### src/rtl/hazard_ctrl_unit.sv
`default_nettype none
// +--------------------------------------------------------------------------+
// | Module      : hazard_ctrl_unit                                           |
// | Description : 5-stage pipeline hazard control: N-operand forwarding,     |
// |               load-use stall, branch flush, long-latency E-stage FSM and |
// |               a saturating stall-cycle counter.                          |
// | Revision    : 1.0 - initial release                                      |
// +--------------------------------------------------------------------------+
module hazard_ctrl_unit #(
    parameter int REG_ADDR_W = 5,
    parameter int NUM_SRC    = 2,
    parameter int LONG_LAT   = 4,
    parameter int CNT_W      = 32
) (
    input  logic                          clk,
    input  logic                          rst,
    input  logic [NUM_SRC*REG_ADDR_W-1:0] rs_d,
    input  logic [NUM_SRC*REG_ADDR_W-1:0] rs_e,
    input  logic [REG_ADDR_W-1:0]         rd_e,
    input  logic                          mem_read_e,
    input  logic                          long_op_e,
    input  logic                          pc_src_e,
    input  logic [REG_ADDR_W-1:0]         rd_m,
    input  logic [REG_ADDR_W-1:0]         rd_w,
    input  logic                          reg_write_m,
    input  logic                          reg_write_w,
    output logic [2*NUM_SRC-1:0]          forward_e,
    output logic                          stall_f,
    output logic                          stall_d,
    output logic                          stall_e,
    output logic                          flush_d,
    output logic                          flush_e,
    output logic                          flush_m,
    output logic                          long_busy,
    input  logic                          cnt_clr,
    output logic [CNT_W-1:0]              stall_cnt
);

    localparam int         c_REM_W    = $clog2(LONG_LAT) + 1;
    localparam int         c_REM_INIT = (LONG_LAT > 1) ? (LONG_LAT - 2) : 0;
    localparam logic       c_LONG_EN  = (LONG_LAT > 1);
    localparam logic [1:0] c_IDLE     = 2'd0;
    localparam logic [1:0] c_BUSY     = 2'd1;
    localparam logic [1:0] c_DONE     = 2'd2;

    logic [1:0]         r_state;
    logic [1:0]         w_state_nxt;
    logic [c_REM_W-1:0] r_rem;
    logic [c_REM_W-1:0] w_rem_nxt;
    logic [NUM_SRC-1:0] w_lw_match;
    logic               w_lw_hit;
    logic               w_long_stall;
    logic [CNT_W-1:0]   r_cnt;

    // Memory-stage result is newer than writeback, so it wins; x0 never forwards.
    for (genvar gi = 0; gi < NUM_SRC; gi++) begin : g_fwd
        logic [REG_ADDR_W-1:0] w_src;
        logic                  w_hit_m;
        logic                  w_hit_w;
        assign w_src   = rs_e[gi*REG_ADDR_W +: REG_ADDR_W];
        assign w_hit_m = reg_write_m && (rd_m != '0) && (rd_m == w_src);
        assign w_hit_w = reg_write_w && (rd_w != '0) && (rd_w == w_src);
        assign forward_e[2*gi +: 2] = w_hit_m ? 2'b10 : (w_hit_w ? 2'b01 : 2'b00);
    end

    for (genvar gi = 0; gi < NUM_SRC; gi++) begin : g_lw
        assign w_lw_match[gi] = (rd_e == rs_d[gi*REG_ADDR_W +: REG_ADDR_W]);
    end

    assign w_lw_hit     = mem_read_e && (rd_e != '0) && (|w_lw_match);
    assign w_long_stall = ((r_state == c_IDLE) && long_op_e && c_LONG_EN) ||
                          (r_state == c_BUSY);

    always_ff @(posedge clk or posedge rst) begin
        if (rst) begin
            r_state <= c_IDLE;
            r_rem   <= '0;
        end else begin
            r_state <= w_state_nxt;
            r_rem   <= w_rem_nxt;
        end
    end

    // rem counts the BUSY cycles still to go before the op reaches DONE.
    always_comb begin
        w_state_nxt = r_state;
        w_rem_nxt   = r_rem;
        case (r_state)
            c_IDLE: begin
                if (long_op_e && c_LONG_EN) begin
                    w_rem_nxt   = c_REM_W'(c_REM_INIT);
                    w_state_nxt = (LONG_LAT == 2) ? c_DONE : c_BUSY;
                end
            end
            c_BUSY: begin
                if (r_rem == c_REM_W'(1)) begin
                    w_state_nxt = c_DONE;
                end else begin
                    w_rem_nxt = r_rem - c_REM_W'(1);
                end
            end
            c_DONE:  w_state_nxt = c_IDLE;
            default: w_state_nxt = c_IDLE;
        endcase
    end

    // A taken branch drops a pending load-use stall: D holds a wrong-path instr.
    always_comb begin
        stall_f = 1'b0;
        stall_d = 1'b0;
        stall_e = 1'b0;
        flush_d = 1'b0;
        flush_e = 1'b0;
        flush_m = 1'b0;
        if (!rst) begin
            if (w_long_stall) begin
                stall_f = 1'b1;
                stall_d = 1'b1;
                stall_e = 1'b1;
                flush_m = 1'b1;
            end else if (pc_src_e) begin
                flush_d = 1'b1;
                flush_e = 1'b1;
            end else if (w_lw_hit) begin
                stall_f = 1'b1;
                stall_d = 1'b1;
                flush_e = 1'b1;
            end
        end
    end

    assign long_busy = !rst && (r_state != c_IDLE);

    always_ff @(posedge clk or posedge rst) begin
        if (rst) begin
            r_cnt <= '0;
        end else if (cnt_clr) begin
            r_cnt <= '0;
        end else if (stall_d && !(&r_cnt)) begin
            r_cnt <= r_cnt + CNT_W'(1);
        end
    end

    assign stall_cnt = r_cnt;

endmodule
`default_nettype wire

### config.mk
export PLATFORM = sky130hd
export DESIGN_NAME = hazard_ctrl_unit
export DESIGN_NICKNAME = d
export VERILOG_FILES = /design/src/rtl/hazard_ctrl_unit.sv
export SDC_FILE = /design/constraint.sdc
export NUM_CORES = 1
export LEC_CHECK = 0
export BUFFER_PORTS_ARGS = -buffer_cell sky130_fd_sc_hd__buf_2
export CORE_MARGIN = 4
export CORE_UTILIZATION = 35
export CTS_CLUSTER_DIAMETER = 80
export CTS_CLUSTER_SIZE = 20
export DETAILED_ROUTE_END_ITERATION = 6
export SYNTH_ARGS = -nofsm -noshare
export SYNTH_HDL_FRONTEND = slang
export SYNTH_SLANG_ARGS = --single-unit
### constraint.sdc
create_clock -name clk -period 2.4 [get_ports clk]
set_clock_uncertainty 0.05 [all_clocks]
set_input_delay 0.24 -clock clk [delete_from_list [all_inputs] [get_ports clk]]
set_output_delay 0.24 -clock clk [all_outputs]
set_load 0.02 [all_outputs]
==> results of run 1 <==
-- what timing repair did --
action                                 in CTS  in global routing
endpoints found under the hold margin       0                  0
setup endpoints to repair                   0                  6
resized for setup                           0                  3
-- synthesized netlist by cell type, drive strengths merged --
cell type / number
dfrtp: 37
nor2: 27
xor2: 25
a21oi: 21
nand2: 20
nand4: 16
o21ai: 16
xnor2: 16
nand3: 12
or3: 11
or4: 11
inv: 9
and3: 8
buf: 7
nor3: 7
clkbuf: 6
o31ai: 6
nor4: 5
ha: 3
nor2b: 3
and4: 2
mux2: 2
o22ai: 2
a2111oi: 1
a211o: 1
a22oi: 1
a31oi: 1
and2: 1
and4b: 1
mux2i: 1
o221ai: 1
or2: 1
-- logic make-up (layout without fill, tap and decap cells) --
logic type / after synthesis / count (layout) / share of synthesized area [%]
AOI/OAI and AO/OA: 50 / 50 / 13.5
xor gates and xnor gates: 41 / 41 / 14.3
adders and majority gates: 3 / 3 / 1.50
buffers and inverters: 22 / 109 / 4.05
DFF: 37 / 37 / 37.0
muxes: 3 / 3 / 1.30
and+or+nand+nor: 125 / 125 / 28.3
-- critical path: cells and delay by family (launching register included) --
kind,cells,cell delay (ns)
AOI/OAI and AO/OA,2,0.57
DFF,1,0.43
and+or+nand+nor,4,1.04
-- through the flow --
stage          hold WS, ns  area, sq um  worst slack [ns]  utilization, %  cells
2_1_floorplan        0.375         2500             0.234               -    281
3_3_place_gp         0.454         3040             0.205            44.3    457
3_5_place_dp         0.466         3040            0.0929            44.3    457
4_1_cts              0.150         3130            0.0835            45.5    464
5_1_grt              0.189         3150            0.0507            45.8    464
6_report             0.125         3150             0.244            45.8    464
-- flip-flops by register name (all words and copies together), names as in the netlist --
name       flops
r_state        2
r_rem          3
stall_cnt     32
-- where the power goes --
group	switching [mW]	total, mW	internal [mW]
clock	0.217	0.445	0.228
combinational	0.381	0.617	0.237
sequential	0.0481	0.722	0.674
-- per-layer routing --
metal  share of wire [%]  global-route usage [%]  vias to the layer above
li1                    -                       -                     1177
met4                 1.2                    4.08                        0
met1                  46                    20.1                     1122
met2                  47                    25.8                       62
met3                 5.7                    3.41                        6
met5                   0                       0                        -
-- final timing paths --
| path | from | to | slack [ns] | cells after the start |
|---|---|---|---|---|
| worst min register to register | r_state[0] | r_state[0] | 0.48 | 1 |
| worst min-delay path | rst | stall_cnt[21] | 0.12 | 3 |
| worst max register to register | stall_cnt[10] | stall_cnt[21] | 0.24 | 6 |
| max in group asynchronous | rst | stall_cnt[2] | 1.83 | 3 |
| min in group clk | long_op_e | r_rem[0] | 0.28 | 4 |
| worst max-delay path | stall_cnt[10] | stall_cnt[21] | 0.24 | 6 |
-- final cells by class --
class                      instances  area share (%)
multi-input combinational        222            47.5
sequential                        37            29.4
timing repair buffer              93            15.4
tap                               96            3.82
clock buffer                       7            2.74
inverter                           9            1.07
==> impl_metrics.toml, run 1 <==
[clock_tree]
hold_buffers = 0
clock_latency_ns = 0.29
cts_htree_levels = 2
clock_path_buffers = 2
clock-sinks = 37
cts.clk_slew.worst_paths_ns = 0.07
cts_tree = "yes"
post-cts-setup-buffers = 0
clockRootBuffer = "clkbuf_8"
cts_inserted_buffers = 5

[logic_synthesis]
synth_top_area_share_pct = 37.0
synth.distinct_cells = 38
synth_area_sq_um = 2500
synth.ff_latch_count = 37
yosysTopAreaCell = "dfrtp_1"
ys_seq_area_share_pct = 37.0
syn-instance-count = 281
synthesis.nets = 327
syn_area_per_cell_sq_um = 8.91
yosysWarnings = 0
ys_top_cells_by_area = "dfrtp_1 37%, xor2_1 8.7%, xnor2_1 5.6%"

[drt]
routedWlPerCell_um = 13.7
final_antenna_net_count = 0
viasPerCell = 5.10
wl_mm = 6.37
drc_errors = 0
dr.pass1.iters = 4
vias = 2367
drt_iter0_markers = 57

[placement]
portBuffers = 85
post-dp-hpwl_mm = 4.85
place.gp.congestion = 0.772

[setup_path]
crit_fanout = 7
worst_path_largest_cell_delay_ns = 0.43
cp-end-kind = "flop"
cp-start-kind = "flop"
slowest_stage = "dfrtp_1"
required_ns = 2.56
crit_arrival_ns = 2.32
criticalPathCategory = "flop to flop"
path_cells = "and3_1, nand4_1, a2111oi_4, nand3_2, or4_1, a21oi_1"

[run_status]
status = "finished clean"

[finish]
area_growth_pct = 25.7
multiInputGateArea_sq_um = 1500
fin_nets = 414
diodes = 0
fillers = 690
final_common_cell = "buf_2"
regArea_sq_um = 926
drive_above_1_share_pct = 30.2
final_cell_mix = "85 x buf_2, 37 x dfrtp_1, 27 x nor2_1"

[power_and_ir_drop]
peakVddDrop_mv = 0.273
p_per_area_nw_per_um2 = 567
power_mw = 1.78
power_leakage_nw = 1.45

[floorplan]
start_util_pct = 36.4
core_sq_um = 6870
die_area_sq_um = 8570
die_w_um = 92.6
row_count = 30
io_pins = 86
die_h_um = 92.6

[sta]
period_share_pct = 89.8
rsz0062_at_grt = "false"
min_period_ns = 2.16
finalSetupViolations = 0
tns_ns = 0
drv_slew = 0
max_freq_ghz = 0.464
maxSlewHeadroom_pct = 58.4
hold_viol_final = 0
tightestPinTransition_ns = 0.624

[grt]
gr-total-overflow = 0
grt_max_degree = 38
grt_pass1_wl_mm = 10.9
grt_usage_pct = 15.4
antenna_found_initial = 0
grt_pass1_vias = 2305

[flow_run]
cap_violations = 0

[worst_hold_path]
hp-class = "input port to async pin"
Power figures use the tool's default switching activity.
==> inputs of run 2 (changes only) <==
--- a/config.mk
+++ b/config.mk
@@ -11,6 +11,7 @@
 export CTS_CLUSTER_DIAMETER = 80
 export CTS_CLUSTER_SIZE = 20
 export DETAILED_ROUTE_END_ITERATION = 6
+export GPL_TIMING_DRIVEN = 0
 export SYNTH_ARGS = -nofsm -noshare
 export SYNTH_HDL_FRONTEND = slang
 export SYNTH_SLANG_ARGS = --single-unit
==> run 2 against run 1 <==
Effect of this change: combinational power is 3.6% higher; largest power group unchanged; highest routed layer unchanged; worst hold slack better by 0.0094 ns; critical endpoint is now stall_cnt[8]; wire length grew 3.0%.
==> impl_metrics.toml, run 2 (same netlist as run 1, synthesis figures left out) <==
[sta]
finalSetupViolations = 0
max_freq_ghz = 0.442
tns_ns = 0
hold_viol_final = 0
tightestPinTransition_ns = 0.792
drv_slew = 0
period_share_pct = 94.3
min_period_ns = 2.26
maxSlewHeadroom_pct = 47.1
rsz0062_at_grt = "false"

[floorplan]
core_sq_um = 6870
die_w_um = 92.6
die_area_sq_um = 8570
die_h_um = 92.6
start_util_pct = 36.4
row_count = 30
io_pins = 86

[clock_tree]
clock_path_buffers = 2
clock_latency_ns = 0.29
clockRootBuffer = "clkbuf_8"
clock-sinks = 37
cts_inserted_buffers = 5
cts_htree_levels = 2
cts.clk_slew.worst_paths_ns = 0.07
cts_tree = "yes"

[drt]
dr.pass1.iters = 4
drc_errors = 0
drt_iter0_markers = 88
vias = 2423
final_antenna_net_count = 0
routedWlPerCell_um = 14.0
viasPerCell = 5.16
wl_mm = 6.57

[setup_path]
path_cells = "or2_1, clkbuf_4, a21oi_4, nand3_4, buf_2, nor3_1, mux2_1"
cp-end-kind = "flop"
r2r_slack_ns = 0.14
cp_num_buf_inv = 2
crit_arrival_ns = 2.39
crit_family = "simple AND/OR/NAND/NOR gates"
criticalPathCategory = "flop to flop"
cp-start-kind = "flop"
slowest_stage = "dfrtp_1"
worst_path_largest_cell_delay_ns = 0.45
crit_fanout = 10
required_ns = 2.53

[grt]
gr-total-overflow = 0
grt_usage_pct = 15.6
antenna_found_initial = 0
grt_pass1_vias = 2339
grt_pass1_wl_mm = 11.0
grt_max_degree = 39

[placement]
place.gp.congestion = 0.782
portBuffers = 84
post-dp-hpwl_mm = 4.96

[finish]
area_growth_pct = 27.7
drive_above_1_share_pct = 31.3
diodes = 0
fin_nets = 420
final_common_cell = "buf_2"
largest_reg_flops = 32
final_cell_mix = "86 x buf_2, 36 x dfrtp_1, 26 x nor2_1"

[run_status]
status = "finished clean"

[flow_run]
cap_violations = 0

[worst_hold_path]
hp-class = "input port to async pin"

[power_and_ir_drop]
power_mw = 1.82
power_leakage_nw = 1.48
peakVddDrop_mv = 0.270
p_per_area_nw_per_um2 = 568
run 2: path summary, 6_finish.rpt:
check,start,end,cells past startpoint
setup reg to reg,r_state[1],stall_cnt[8],7
setup / recovery,r_state[1],stall_cnt[8],7
min in group clk,long_op_e,r_rem[0],4
hold / removal,rst,stall_cnt[19],2
hold reg to reg,r_rem[2],r_rem[2],2
max in group asynchronous,rst,stall_cnt[2],2
run 2: where the power goes:
| group | switching (mW) | internal, mW | total, mW | leakage (nW) |
|---|---|---|---|---|
| logic | 0.392 | 0.247 | 0.639 | 0.933 |
| registers | 0.0516 | 0.674 | 0.725 | 0.504 |
| clock network | 0.224 | 0.228 | 0.452 | 0.0443 |
run 2: what timing repair did:
action | CTS | global route
pin swaps | 1 | 2
hold buffers | 0 | 0
setup buffers | 0 | 3
setup endpoints to repair | 3 | 22
resized for setup | 1 | 12
run 2: final cells by class:
cell class                 instances  area (sq um)
clock buffer                       7          86.3
buffer                            12          70.1
timing repair buffer              87           443
inverter                           9          33.8
multi-input combinational        222          1520
tap                               96           120
sequential                        37           927
fill                             695          3670
run 2: stage by stage:
step | std cells | instance area, sq um | utilization (%) | hold WS (ns) | setup WS [ns]
after detailed placement | 461 | 3040 | 44.3 | 0.474 | -0.00275
after global placement | 461 | 3040 | 44.3 | 0.472 | 0.0275
after global routing | 470 | 3200 | 46.5 | 0.225 | 0.0120
after CTS | 468 | 3130 | 45.6 | 0.183 | 0.0313
after floorplan | 281 | 2500 | - | 0.375 | 0.234
final | 470 | 3200 | 46.5 | 0.134 | 0.138
run 2: routing by layer:
layer / GRT usage [%] / vias up / wire [um]
li1: - / 1195 / -
met3: 3.49 / 7 / 452
met5: 0 / - / 0
met4: 3.71 / 0 / 63
met2: 25.9 / 77 / 3130
met1: 20.6 / 1144 / 2920
==> inputs of run 3 (changes only) <==
--- a/config.mk
+++ b/config.mk
@@ -5,6 +5,7 @@
 export SDC_FILE = /design/constraint.sdc
 export NUM_CORES = 1
 export LEC_CHECK = 0
+export ABC_AREA = 1
 export BUFFER_PORTS_ARGS = -buffer_cell sky130_fd_sc_hd__buf_2
 export CORE_MARGIN = 4
 export CORE_UTILIZATION = 35
==> run 3 against run 2 <==
Effect of this change: maximum frequency is 2.6% higher; worst hold slack worse by 0.075 ns; utilization is 2.7 points lower; sequential power is 3.2% lower; flip-flop and latch count stayed put; largest cell class unchanged; largest power group unchanged.
==> impl_metrics.toml, run 3 <==
[run_status]
status = "finished clean"

[finish]
fillers = 969
fin_nets = 648
diodes = 0
final_cell_mix = "161 x nand2_1, 90 x buf_2, 69 x nor2_1"
area_growth_pct = 20.7
layout.cells.non_filler = 711
drive_above_1_share_pct = 20.9
regArea_sq_um = 926
final_common_cell = "nand2_1"
largest_reg_flops = 32
multiInputGateArea_sq_um = 1890

[clock_tree]
ctsResizeCount = 1
cts_inserted_buffers = 5
clock-sinks = 37
cts.clk_slew.worst_paths_ns = 0.08
clock_path_buffers = 2
cts_htree_levels = 2
clock_latency_ns = 0.30
hold_buffers = 0
post-cts-setup-buffers = 0
clockRootBuffer = "clkbuf_8"
cts_tree = "yes"

[floorplan]
io_pins = 86
start_util_pct = 36.3
die_area_sq_um = 10700
die_w_um = 104
die_h_um = 104
core_sq_um = 8810
row_count = 34

[power_and_ir_drop]
p_per_area_nw_per_um2 = 475
power_mw = 1.83
power_leakage_nw = 2.17
peakVddDrop_mv = 0.298

[sta]
min_period_ns = 2.21
tns_ns = 0
maxSlewHeadroom_pct = 48.2
hold_viol_final = 0
period_share_pct = 91.9
setup_ws_ns = 0.195
tightestPinTransition_ns = 0.776
max_freq_ghz = 0.453
whs_ns = 0.0590
rsz0062_at_grt = "false"
finalSetupViolations = 0
drv_slew = 0

[drt]
wl_mm = 9.35
viasPerCell = 4.87
final_antenna_net_count = 0
drt_iter0_markers = 171
vias = 3466
drc_errors = 0
dr.pass1.iters = 4
routedWlPerCell_um = 13.1

[setup_path]
r2r_slack_ns = 0.23
required_ns = 2.11
worst_path_largest_cell_delay_ns = 0.39
rr_worst_depth = 11
crit_arrival_ns = 1.92
path_cells = "nor2_1, nand2_1, inv_1, nor2_1, nor2_1, inv_1, nand2_2, buf_6, buf_4, buf_2"
slowest_stage = "dfrtp_1"
cp-end-kind = "output port"
cp-start-kind = "flop"
crit_fanout = 11
crit_path_frequent_cell = "nor2_1"
criticalPathCategory = "flop to output port"

[placement]
dp_slack_ns = 0.161
portBuffers = 85
place.gp.congestion = 0.911
placed_cells = 703
post-dp-hpwl_mm = 7.62

[logic_synthesis]
syn-instance-count = 510
synth_ff_type = "dfrtp_1"
syn_area_per_cell_sq_um = 6.27
synth.ff_latch_count = 37
synth_area_sq_um = 3200
async_reset_ff_share_pct = 100
synthTopCellsByCount = "162 x nand2_1, 69 x nor2_1, 65 x inv_1"
yosysTopAreaCell = "dfrtp_1"
synthesis.nets = 556
yosysWarnings = 0
synth_top_area_share_pct = 29.0
synth.distinct_cells = 27
synth_edf_count = 0
ys_top_cells_by_area = "dfrtp_1 29%, nand2_1 19%, nand3_1 8.3%"
yosysMostFrequentCell = "nand2_1"
ys_seq_area_share_pct = 29.0

[flow_run]
cap_violations = 0

[grt]
grt_usage_pct = 17.5
gr-total-overflow = 0
grt_pass1_wl_mm = 15.9
grt_max_degree = 39
antenna_found_initial = 0
grt_pass1_vias = 3337

[worst_hold_path]
hp-class = "input port to async pin"
[run 3: cell types whose count changed in the layout (fill, tap and decap cells not counted), sizes merged, moves of 14 or more]
cell,previous run,this run
a21oi,21,2
inv,9,74
nand2,20,165
nand3,12,53
nand4,16,36
nor2,27,72
o21ai,16,2
[run 3: critical path, delay by kind of cell, from the launching register on]
kind,cells,cell delay [ns]
buffers and inverters,5,0.60
DFF,1,0.39
and+or+nand+nor,5,0.62
[run 3: per-stage QoR]
step	utilization [%]	instance area, sq um
2_1_floorplan	-	3200
3_3_place_gp	42.7	3760
3_5_place_dp	42.7	3760
4_1_cts	43.7	3850
5_1_grt	43.8	3860
6_report	43.8	3860
[run 3: layout make-up]
| class | instances | share of cell area, % |
|---|---|---|
| Inverter | 73 | 7.10 |
| Timing Repair Buffer | 85 | 11.0 |
| Buffer | 19 | 3.18 |
| Clock inverter | 3 | 0.551 |
| Multi-Input combinational cell | 381 | 48.9 |
| Clock buffer | 5 | 1.78 |
| Sequential cell | 37 | 24.0 |
| Tap cell | 108 | 3.50 |
[run 3: worst paths after layout]
kind / startpoint / to
max reg2reg: stall_cnt[0] / stall_cnt[8]
min: rst / r_state[1]
max: r_state[1] / stall_f
max in group asynchronous: rst / stall_cnt[3]
min reg2reg: r_rem[2] / r_state[1]
min in group clk: long_op_e / r_rem[2]
[run 3: logic make-up after synthesis]
| family | after synthesis | synth area share, % |
|---|---|---|
| AO/OA/AOI/OAI | 7 | 1.41 |
| XOR/XNOR | 38 | 10.4 |
| adder cells (fa/ha/maj) | 3 | 1.17 |
| buffers and inverters | 92 | 12.2 |
| flip-flops | 37 | 29.0 |
| AND/OR/NAND/NOR | 333 | 45.8 |
[run 3: power breakdown]
| part | switching, mW | internal, mW | total [mW] | leakage, nW |
|---|---|---|---|---|
| clock | 0.258 | 0.206 | 0.464 | 0.0445 |
| combinational | 0.427 | 0.241 | 0.667 | 1.62 |
| sequential | 0.0320 | 0.670 | 0.702 | 0.507 |
[run 3: per-layer routing]
metal | GRT usage, % | share of wire [%]
met1 | 22.8 | 46
met2 | 29.5 | 46
met3 | 3.92 | 7.3
met4 | 3.99 | 1.2
met5 | 0 | 0
